<file path="src/rtl/dadda_pkg.sv">
// Shared definitions for the Dadda product accumulator.
// Holds the accumulator FSM state encoding and the default datapath widths.
package dadda_pkg;

    localparam int unsigned DADDA_PROD_W = 16;
    localparam int unsigned DADDA_ACC_W  = 24;
    localparam int unsigned DADDA_CNT_W  = 8;

    typedef enum logic [1:0] {
        ST_IDLE = 2'd0,
        ST_ACC  = 2'd1,
        ST_HOLD = 2'd2
    } dadda_state_e;

endpackage

</file>
<file path="src/rtl/dadda_acc_add.sv">
// Combinational ACC_W-bit unsigned adder with carry out.
// Ports: a, b  - addends
//        sum   - low ACC_W bits of a + b
//        cout  - carry out of bit ACC_W-1
module dadda_acc_add #(
    parameter int unsigned ACC_W = 24
) (
    input  logic [ACC_W-1:0] a,
    input  logic [ACC_W-1:0] b,
    output logic [ACC_W-1:0] sum,
    output logic             cout
);

    localparam int unsigned SUM_W = ACC_W + 1;

    assign {cout, sum} = SUM_W'(a) + SUM_W'(b);

endmodule

</file>
<file path="src/rtl/dadda_prod_acc.sv">
// Accumulate stage behind the 8x8 Dadda multiplier: sums a programmed run of
// len products and presents the total on a valid/ready output port.
// Ports: clk, rst (async, active-high)
//        start/len    - launch a run of len products (sampled in IDLE only)
//        clear        - synchronous abort back to IDLE, highest priority
//        prod_valid/prod_ready/prod_data - product input handshake
//        out_valid/out_ready/out_data/out_ovf - result output handshake
//        busy         - state is not IDLE
// Build option: DADDA_ACC_SAT_EN selects saturating accumulation with an
// overflow flag; otherwise the accumulator wraps and out_ovf stays 0.
module dadda_prod_acc
    import dadda_pkg::*;
#(
    parameter int unsigned PROD_W = DADDA_PROD_W,
    parameter int unsigned ACC_W  = DADDA_ACC_W,
    parameter int unsigned CNT_W  = DADDA_CNT_W
) (
    input  logic              clk,
    input  logic              rst,
    input  logic              start,
    input  logic [CNT_W-1:0]  len,
    input  logic              clear,
    input  logic              prod_valid,
    output logic              prod_ready,
    input  logic [PROD_W-1:0] prod_data,
    output logic              out_valid,
    input  logic              out_ready,
    output logic [ACC_W-1:0]  out_data,
    output logic              out_ovf,
    output logic              busy
);

    dadda_state_e     state_q, state_d;
    logic [ACC_W-1:0] acc_q, acc_d;
    logic [CNT_W-1:0] cnt_q, cnt_d;
    logic             ovf_q, ovf_d;
    logic             prod_ready_q, prod_ready_d;
    logic             out_valid_q, out_valid_d;
    logic             busy_q, busy_d;

    logic [ACC_W-1:0] add_sum;
    logic             add_cout;
    logic             accept;

    dadda_acc_add #(
        .ACC_W (ACC_W)
    ) u_add (
        .a    (acc_q),
        .b    (ACC_W'(prod_data)),
        .sum  (add_sum),
        .cout (add_cout)
    );

`ifndef DADDA_ACC_SAT_EN
    logic unused_add_cout;
    assign unused_add_cout = add_cout;
`endif

    // prod_ready_q is only high in ACC, so this is the ACC-state accept
    assign accept = prod_valid && prod_ready_q;

    // Next-state, datapath and registered-output decode
    always_comb begin
        state_d = state_q;
        acc_d   = acc_q;
        cnt_d   = cnt_q;
        ovf_d   = ovf_q;

        if (clear) begin
            state_d = ST_IDLE;
            ovf_d   = 1'b0;
        end else begin
            case (state_q)
                ST_IDLE: begin
                    if (start) begin
                        acc_d = '0;
                        ovf_d = 1'b0;
                        if (len != '0) begin
                            state_d = ST_ACC;
                            cnt_d   = len;
                        end else begin
                            state_d = ST_HOLD;
                        end
                    end
                end
                ST_ACC: begin
                    if (accept) begin
                        cnt_d = cnt_q - CNT_W'(1);
`ifdef DADDA_ACC_SAT_EN
                        // once clamped, the rest of the run is ignored
                        if (!ovf_q) begin
                            if (add_cout) begin
                                acc_d = '1;
                                ovf_d = 1'b1;
                            end else begin
                                acc_d = add_sum;
                            end
                        end
`else
                        acc_d = add_sum;
`endif
                        if (cnt_q == CNT_W'(1)) begin
                            state_d = ST_HOLD;
                        end
                    end
                end
                ST_HOLD: begin
                    if (out_ready) begin
                        state_d = ST_IDLE;
                        ovf_d   = 1'b0;
                    end
                end
                default: begin
                    state_d = ST_IDLE;
                end
            endcase
        end

        // handshake flags follow the next state so they are pure flops
        prod_ready_d = (state_d == ST_ACC);
        out_valid_d  = (state_d == ST_HOLD);
        busy_d       = (state_d != ST_IDLE);
    end

    // State and datapath registers
    always_ff @(posedge clk or posedge rst) begin
        if (rst) begin
            state_q      <= ST_IDLE;
            acc_q        <= '0;
            cnt_q        <= '0;
            ovf_q        <= 1'b0;
            prod_ready_q <= 1'b0;
            out_valid_q  <= 1'b0;
            busy_q       <= 1'b0;
        end else begin
            state_q      <= state_d;
            acc_q        <= acc_d;
            cnt_q        <= cnt_d;
            ovf_q        <= ovf_d;
            prod_ready_q <= prod_ready_d;
            out_valid_q  <= out_valid_d;
            busy_q       <= busy_d;
        end
    end

    assign prod_ready = prod_ready_q;
    assign out_valid  = out_valid_q;
    assign out_data   = acc_q;
    assign out_ovf    = ovf_q;
    assign busy       = busy_q;

endmodule

</file>
<file path="config.mk">
export PLATFORM = sky130hd
export DESIGN_NAME = dadda_prod_acc
export DESIGN_NICKNAME = d
export VERILOG_FILES = /design/src/rtl/dadda_pkg.sv /design/src/rtl/dadda_acc_add.sv /design/src/rtl/dadda_prod_acc.sv
export SDC_FILE = /design/constraint.sdc
export NUM_CORES = 1
export LEC_CHECK = 0
export BUFFER_PORTS_ARGS = -buffer_cell sky130_fd_sc_hd__clkbuf_2
export CORE_ASPECT_RATIO = 1.25
export CORE_MARGIN = 5
export CORE_UTILIZATION = 50
export CTS_CLUSTER_DIAMETER = 60
export DETAILED_ROUTE_END_ITERATION = 10
export GPL_TIMING_DRIVEN = 0
export PLACE_DENSITY = 0.86
export SYNTH_ARGS = -nofsm -noshare
export SYNTH_HDL_FRONTEND = slang
export SYNTH_SLANG_ARGS = --single-unit
</file>
<file path="constraint.sdc">
create_clock -name clk -period 2.57 [get_ports clk]
set_input_delay 0.1285 -clock clk [delete_from_list [all_inputs] [get_ports clk]]
set_output_delay 0.1285 -clock clk [all_outputs]
set_load 0.01 [all_outputs]
</file>
Yosys cells after proc, flatten, opt, wreduce, memory -nomap -nowiden. Cells that the tools add are included.

Reduce and logical (&&, ||, !) cells: 9. Shifts and indexed selects: 0. $mul: 0. Bitwise logic cells: 1. Muxes and demuxes: 18. Eq/ne operators: 10. Add/subtract/negate cells: 2. Order comparisons: 0. Divide/modulo/power cells: 0.

Operator list (count): $mux W24 (2); $pmux W24 S2 (1); $add A24 B16 Y24 (1); $mux W8 (3); $pmux W8 S2 (1); $mux W2 (6); $eq A8 B1 Y1 const B (1); $reduce_bool A8 Y1 (1); $sub A8 B1 Y8 const B (1); $ne A2 B2 Y1 const B (3); $ne A3 B3 Y1 const B (2); $pmux W2 S3 (1); $reduce_and A5 Y1 (1); $eq A2 B1 Y1 const B (2); $eq A2 B2 Y1 const B (2); $reduce_and A4 Y1 (1); $reduce_bool A2 Y1 (2); $mux W1 (3); $reduce_and A3 Y1 (1); $reduce_bool A3 Y1 (1); $logic_not A2 Y1 (1); $pmux W1 S2 (1); $logic_and A1 B1 Y1 (1); $not A1 Y1 (1).

Memories kept: 0. Output and inout bits: 28. Latch bits: 0. Register bits: 38. Memory bits (writable): 0. Input bits: 30. Memory bits (read-only): 0.

Depth between registers and ports, before layout. Gate-level depths: netlist (run 1).

Depth in word-level cells: 6. Depth in mapped cells: 8. Gate-level depth less buffers: 8.

Modules after synthesis. From an unflattened synthesis (run 1), not the netlist that was laid out.

Cell total of the unflattened synthesis: 368. Area, all modules: 3042.9 µm².

Modules (own cells, without submodules): dadda_prod_acc (area an instance 1790.5 µm², sequential area each 925.9 µm², times used 1, cells each 196); dadda_acc_add (area an instance 1252.5 µm², sequential area each 0.0 µm², times used 1, cells each 172).

Worst setup path after synthesis (run 1). Ideal clock, no wire load.

Path kind: reg-to-reg. Start: register acc_q[0] (netlist: out_data[0]). End: register acc_q[18] (netlist: out_data[18]). Setup slack: 49 ps. Clock period less this slack: 2521 ps. Cell stages (with the launch flop): 9. Data required time: 2445 ps. Path buffers: 0. Setup time: 125 ps. Arrival: 2396 ps. Cells stage by stage: dfrtp_1 ha_1 fa_1 a211oi_2 o211ai_2 a221oi_4 nor2_1 o311ai_1 mux2_2.

Word-level cells in the longest chain between the ends: 3.

RTL lines: from (decl) (line dadda_prod_acc.sv:34) `logic [ACC_W-1:0] acc_q, acc_d;`; from (signal assigned) (line dadda_prod_acc.sv:129) `acc_q <= '0;`; from (signal assigned) (line dadda_prod_acc.sv:137) `acc_q <= acc_d;`; $add A24 B16 Y24 (line dadda_acc_add.sv:16) `assign {cout, sum} = SUM_W'(a) + SUM_W'(b);`; $mux W24 (line dadda_prod_acc.sv:87) `if (accept) begin`; $pmux W24 S2 (line dadda_prod_acc.sv:73) `case (state_q)`.

No other way between the ends. The select of a mux whose other input is x is not followed. A chain may end at the register's enable or synchronous reset.

Worst setup path after layout (run 1). Ends and elaborated chain as after synthesis.

==> results.py, run 1 <==
metrics = {
    "status": {
        "outcome": "complete, no violations",
    },
    "floorplanning": {
        "ios": 58,
        "core-area_um2": 5116,
        "die-width_um": 75.30,
        "placementRows": 29,
        "die_area_um2": 6899,
        "initial_utilization_pct": 52.09,
        "fp.dieH_um": 91.63,
    },
    "placed_design": {
        "place_congestion": 0.9519,
        "pre_cts_ws_ps": -174.4,
        "dp_hpwl_mm": 5.007,
        "numPortBuffers": 56,
    },
    "timing": {
        "max_slew.worst_pin.slew_ps": 771.7,
        "slew_headroom_pct": 47.88,
        "hold_viol": 0,
        "fin_setup_tns_ps": 0,
        "setup_slack_ps": 54.53,
        "skew_ps": 8.303,
        "finalSetupViolations": 0,
        "fmax_ghz": 0.3975,
        "drv_slew": 0,
        "finalCriticalPeriod_ps": 2515,
        "period_share_pct": 97.88,
    },
    "worst_setup_path": {
        "cp_max_fo": 2,
        "startpoint_type": "flop",
        "crit_path_end_kind": "flop",
        "worstPathRequired_ps": 2740,
        "arrival_ps": 2680,
        "crit_type": "flop to flop",
    },
    "global_routing": {
        "grt.total_usage_pct": 20.50,
        "grt_pass1_wl_mm": 11.48,
        "grt_pass1_vias": 2615,
        "grt_max_degree": 38,
        "grt-ovfl-total": 0,
        "grt_antenna_before_repair": 0,
    },
    "routing": {
        "vias_per_cell": 5.764,
        "drtAntennaViolNets": 0,
        "first_pass_iters": 4,
        "first_iter_violations": 134,
        "drc": 0,
        "num_vias": 2594,
        "drt_wl_total_mm": 6.766,
        "wl_per_cell_um": 15.04,
    },
    "pwr": {
        "p_int_mw": 1.043,
        "power.leakage_nw": 1.518,
        "pwr-share-seq_pct": 44.5,
        "swShare_pct": 33.72,
        "power_density_nw_per_um2": 476.9,
        "ir_drop_uv": 342.0,
        "power_frac_comb_pct": 28.0,
        "p_clk_share_pct": 27.5,
        "switchingPower_mw": 0.5304,
    },
    "finish": {
        "fin_util_pct": 64.47,
        "drive_gt1_share_pct": 25.52,
        "area_growth_pct": 23.76,
        "nNetsFinal": 436,
        "diodes": 0,
    },
    "logic_synthesis": {
        "synth_top_cell_by_area": "dfrtp_1",
        "ys_types": 60,
        "synth-main-ff-cell": "dfrtp_1",
        "synthTopCellsByCount": "nand2_1 (39), dfrtp_1 (37), o21ai_0 (31), a21oi_1 (26), nor2_1 (24)",
        "yosys_warnings": 0,
        "synth_edf_count": 0,
        "yosysTopAreaCellShare_pct": 34.74,
        "netlist_area_um2": 2665,
        "async_flop_share_pct": 100.0,
        "syn_inst": 316,
        "synthTopCellsByArea": "dfrtp_1 (35%), ha_1 (8.5%), o21ai_0 (5.8%), nand2_1 (5.5%), a21oi_1 (4.9%)",
        "avgSynthCellArea_um2": 8.434,
        "ys_ff_latch": 37,
        "yosysMostFrequentCell": "nand2_1",
        "syn-num-nets": 365,
        "seq_area_frac_synth_pct": 34.74,
    },
    "clocking": {
        "cts_sinks": 37,
        "root_buffer": "clkbuf_8",
        "cts_tree": "built",
        "clk_pin_slew_worst_paths_ps": 80,
        "cts_htree_levels": 2,
        "clock_latency_ps": 290,
        "cts.path.max_buffers": 2,
        "cts_buffers": 5,
    },
    "run": {
        "cap_violations": 0,
    },
    "hold_path": {
        "hold_class": "input port to flop",
    },
}
-- power by group through the flow --
stage	clock network [mW]	logic [mW]	registers, mW
final	0.432	0.441	0.700
after global routing	0.473	0.498	0.709
after detailed placement	0	0.404	0.707
after floorplan	0	0.285	0.701
after CTS	0.445	0.416	0.695
after global placement	0	0.391	0.703
-- cell usage in the layout, fill, tap and decap left out, types with 8 or more instances in the layout --
cell / count
ha_4: 8
nor3_1: 12
nand2_1: 39
nor2_1: 23
ha_1: 10
clkbuf_2: 57
buf_4: 8
o21ai_0: 29
clkbuf_1: 10
a21oi_1: 26
inv_1: 10
nand3_1: 9
dfrtp_1: 37
-- timing repair --
action                                  in CTS  in global routing
pin swaps                                    6                 10
endpoints found under the setup margin       1                  6
buffers inserted                             7                  1
hold buffers                                 1                  0
endpoints found under the hold margin       22                  0
gates resized for setup                      5                 11
-- worst paths after layout --
| kind | startpoint | to | slack (ps) | cells after the start |
|---|---|---|---|---|
| worst max-delay path | out_data[0]$_DFFE_PP0P_ | out_data[18]$_DFFE_PP0P_ | 50 | 8 |
| worst min-delay path | len[0] | cnt_q[0]$_DFFE_PP0P_ | 90 | 3 |
| worst max register to register | out_data[0]$_DFFE_PP0P_ | out_data[18]$_DFFE_PP0P_ | 50 | 8 |
| worst min register to register | cnt_q[1]$_DFFE_PP0P_ | cnt_q[1]$_DFFE_PP0P_ | 500 | 2 |
| max in group asynchronous | rst | out_data[18]$_DFFE_PP0P_ | 1560 | 3 |
| min in group asynchronous | rst | out_data[8]$_DFFE_PP0P_ | 520 | 3 |
-- worst max-delay path, stage by stage, from the launching register on --
cell and delay (ps):
dfrtp_1 420, ha_4 180, fa_2 350, a211oi_2 260, o211ai_2 150, a221oi_4 310
nor2_2 90, o311ai_2 280, mux2_4 340
-- cell type report --
| cell class | instances | area (um2) |
|---|---|---|
| buffer | 14 | 60.06 |
| clock buffer | 6 | 82.58 |
| clock inverter | 2 | 13.76 |
| fill | 447 | 1818 |
| inverter | 11 | 41.29 |
| multi-input combinational | 254 | 1754 |
| sequential | 37 | 925.9 |
| tap | 62 | 77.57 |
| timing repair buffer | 64 | 342.8 |
-- logic make-up (layout without fill, tap and decap cells) --
kind of cell               count (synthesis)  count (layout)  share of synthesized area, %
xor gates and xnor gates                  10              10                         3.287
and+or+nand+nor                          118             118                         21.55
other                                      1               1                        0.1407
buffers and inverters                     25              97                         3.803
adders and majority gates                 19              19                         9.202
DFF                                       37              37                         34.74
AOI/OAI and AO/OA                        100             100                         24.98
muxes                                      6               6                         2.301
-- routing by layer --
metal  global-route usage [%]  share of wire, %  vias to the layer above
met1                    24.23                43                     1221
met3                    3.720               4.9                        6
met2                    36.67                51                       63
met5                        0                 0                        -
met4                    5.977              0.93                        0
li1                         -                 -                     1304
-- stage by stage --
| step | hold slack (ps) | instances | total power [mW] | instance area (um2) |
|---|---|---|---|---|
| after floorplan | 264.5 | 316 | 0.9863 | 2665 |
| after global placement | 382.4 | 434 | 1.094 | 3023 |
| after detailed placement | 308.6 | 434 | 1.111 | 3023 |
| after CTS | 97.29 | 450 | 1.556 | 3201 |
| after global routing | 129.8 | 450 | 1.680 | 3298 |
| final | 94.64 | 450 | 1.573 | 3298 |
-- sequential cells by signal (all words and copies together) (netlist names) --
register	cells
busy	1
cnt_q	8
out_data	24
out_valid	1
prod_ready	1
state_q	2
Note: power is estimated with default switching activity, not from simulation.
==> run 2: changes to the inputs <==
Settings changed: CORE_MARGIN 5 to 8, CORE_UTILIZATION 50 to 40, PLACE_DENSITY 0.86 to 0.73.
==> run 2 against run 1 <==
Net effect:
- the run now ends with hold timing left
- via count is 0.19% lower
- design area decreased by 0.30%
- critical endpoint is now out_data[17]$_DFFE_PP0P_
- highest routed layer unchanged
- cell count up 5.1%
- core utilization decreased by 14 points
==> results.py, run 2 (synthesis results as in run 1) <==
metrics = {
    "worst_setup_path": {
        "startpoint_type": "flop",
        "arrival_ps": 2630,
        "cp_cell_sequence": "ha_1 > a21o_1 > and4_1 > nor2_1 > o41ai_1 > o21ai_0 > mux2i_1",
        "crit_type": "flop to flop",
        "worstPathRequired_ps": 2740,
        "crit_buf_inv": 0,
        "crit_path_end_kind": "flop",
        "slowest_stage": "o41ai_1",
        "cpPeakStageDelay_ps": 730,
        "cp_max_fo": 4,
        "cp_top_family": "compound AO/OA/AOI/OAI gates",
    },
    "timing": {
        "finalSetupViolations": 0,
        "holdWs_ps": -20.31,
        "period_share_pct": 95.42,
        "max_slew.worst_pin.slew_ps": 836.2,
        "drv_slew": 0,
        "slew_headroom_pct": 44.17,
        "fmax_ghz": 0.4078,
        "skew_ps": 8.750,
        "finalCriticalPeriod_ps": 2452,
        "setup_slack_ps": 117.7,
        "fin_setup_tns_ps": 0,
        "hold_viol": 28,
    },
    "placed_design": {
        "pre_cts_ws_ps": -185.3,
        "dp_hpwl_mm": 5.433,
        "numPortBuffers": 56,
        "place_congestion": 0.8758,
        "place_inst": 459,
    },
    "finish": {
        "nNetsFinal": 435,
        "fin_util_pct": 50.40,
        "instances_no_fill": 473,
        "drive_gt1_share_pct": 24.87,
        "area_growth_pct": 23.38,
        "diodes": 0,
        "layout.cells.most_common_list": "clkbuf_2 (57), nand2_1 (39), dfrtp_1 (37)",
        "layout_commonest_cell": "clkbuf_2",
        "largest_reg_flops": 24,
    },
    "run": {
        "cap_violations": 0,
    },
    "floorplanning": {
        "core-area_um2": 6524,
        "ios": 58,
        "initial_utilization_pct": 40.85,
        "placementRows": 33,
        "die_area_um2": 9547,
        "die-width_um": 89.01,
        "fp.dieH_um": 107.3,
    },
    "clocking": {
        "cts_htree_levels": 2,
        "cts_tree": "built",
        "cts_hold_buf": 0,
        "clock_latency_ps": 290,
        "cts_buffers": 5,
        "cts.path.max_buffers": 2,
        "clk_pin_slew_worst_paths_ps": 80,
        "cts_sinks": 37,
        "root_buffer": "clkbuf_8",
    },
    "routing": {
        "drc": 0,
        "wl_per_cell_um": 14.98,
        "num_vias": 2589,
        "vias_per_cell": 5.474,
        "drt_wl_total_mm": 7.087,
        "first_pass_iters": 5,
        "drtAntennaViolNets": 0,
        "first_iter_violations": 169,
    },
    "hold_path": {
        "hold_class": "input port to asynchronous set/reset pin",
    },
    "global_routing": {
        "grt.total_usage_pct": 15.34,
        "grt_antenna_before_repair": 0,
        "grt_max_degree": 38,
        "grt-ovfl-total": 0,
        "grt_pass1_wl_mm": 11.83,
        "grt_pass1_vias": 2567,
    },
    "status": {
        "outcome": "finished with violations",
        "failed_checks": "hold timing",
    },
    "pwr": {
        "ir_drop_uv": 347.7,
        "power.leakage_nw": 1.508,
        "power_density_nw_per_um2": 474.2,
    },
}
[run 2: cell count changes in the layout (fill, tap and decap cells not counted)]
cell / previous run / this run
dlygate4sd3_1: 1 / 0
ha_1: 10 / 11
a211oi_4: 0 / 1
ha_4: 8 / 5
a211oi_2: 1 / 0
buf_6: 0 / 1
clkinv_4: 1 / 0
clkbuf_1: 10 / 11
clkinv_2: 1 / 0
buf_4: 8 / 7
ha_2: 0 / 2
[run 2: area by class of cell]
type | instances | area (um2)
clock buffer | 7 | 86.33
multi-input combinational | 254 | 1729
inverter | 11 | 41.29
tap | 87 | 108.9
buffer | 14 | 60.06
sequential | 37 | 925.9
timing repair buffer | 63 | 336.6
fill | 649 | 3236
[run 2: timing repair]
item,in CTS,in global routing
endpoints found under the hold margin,0,0
buffers inserted,6,1
gates resized for setup,8,10
endpoints found under the setup margin,1,5
pin swaps,8,7
[run 2: final timing paths]
check / from / endpoint / slack, ps / depth (start not counted)
worst max-delay path: out_data[1]$_DFFE_PP0P_ / out_data[17]$_DFFE_PP0P_ / 120 / 7
worst min-delay path: rst / out_data[0]$_DFFE_PP0P_ / -20 / 2
worst max register to register: out_data[1]$_DFFE_PP0P_ / out_data[17]$_DFFE_PP0P_ / 120 / 7
worst min register to register: cnt_q[1]$_DFFE_PP0P_ / cnt_q[1]$_DFFE_PP0P_ / 500 / 2
max in group asynchronous: rst / out_data[22]$_DFFE_PP0P_ / 2060 / 2
min in group clk: len[0] / cnt_q[0]$_DFFE_PP0P_ / 80 / 3
[run 2: per-stage QoR]
step	area, um2	power, mW
global placement	3054	1.102
finish	3288	1.559
global route	3288	1.663
detailed placement	3054	1.112
floorplan	2665	0.9863
CTS	3218	1.552
[run 2: power breakdown]
part,internal [mW],switching [mW],total (mW)
Combinational,0.184,0.251,0.434
Clock,0.213,0.214,0.428
Sequential,0.635,0.0620,0.697
Total,1.03,0.527,1.56
[run 2: metal layers]
layer  vias to the layer above  track usage [%]  part of all wire (%)
met5                         -                0                     0
met4                         0            3.814                   1.1
met3                         9            2.827                   6.9
met2                        77            26.93                    50
met1                      1195            18.52                    42
li1                       1308                -                     -
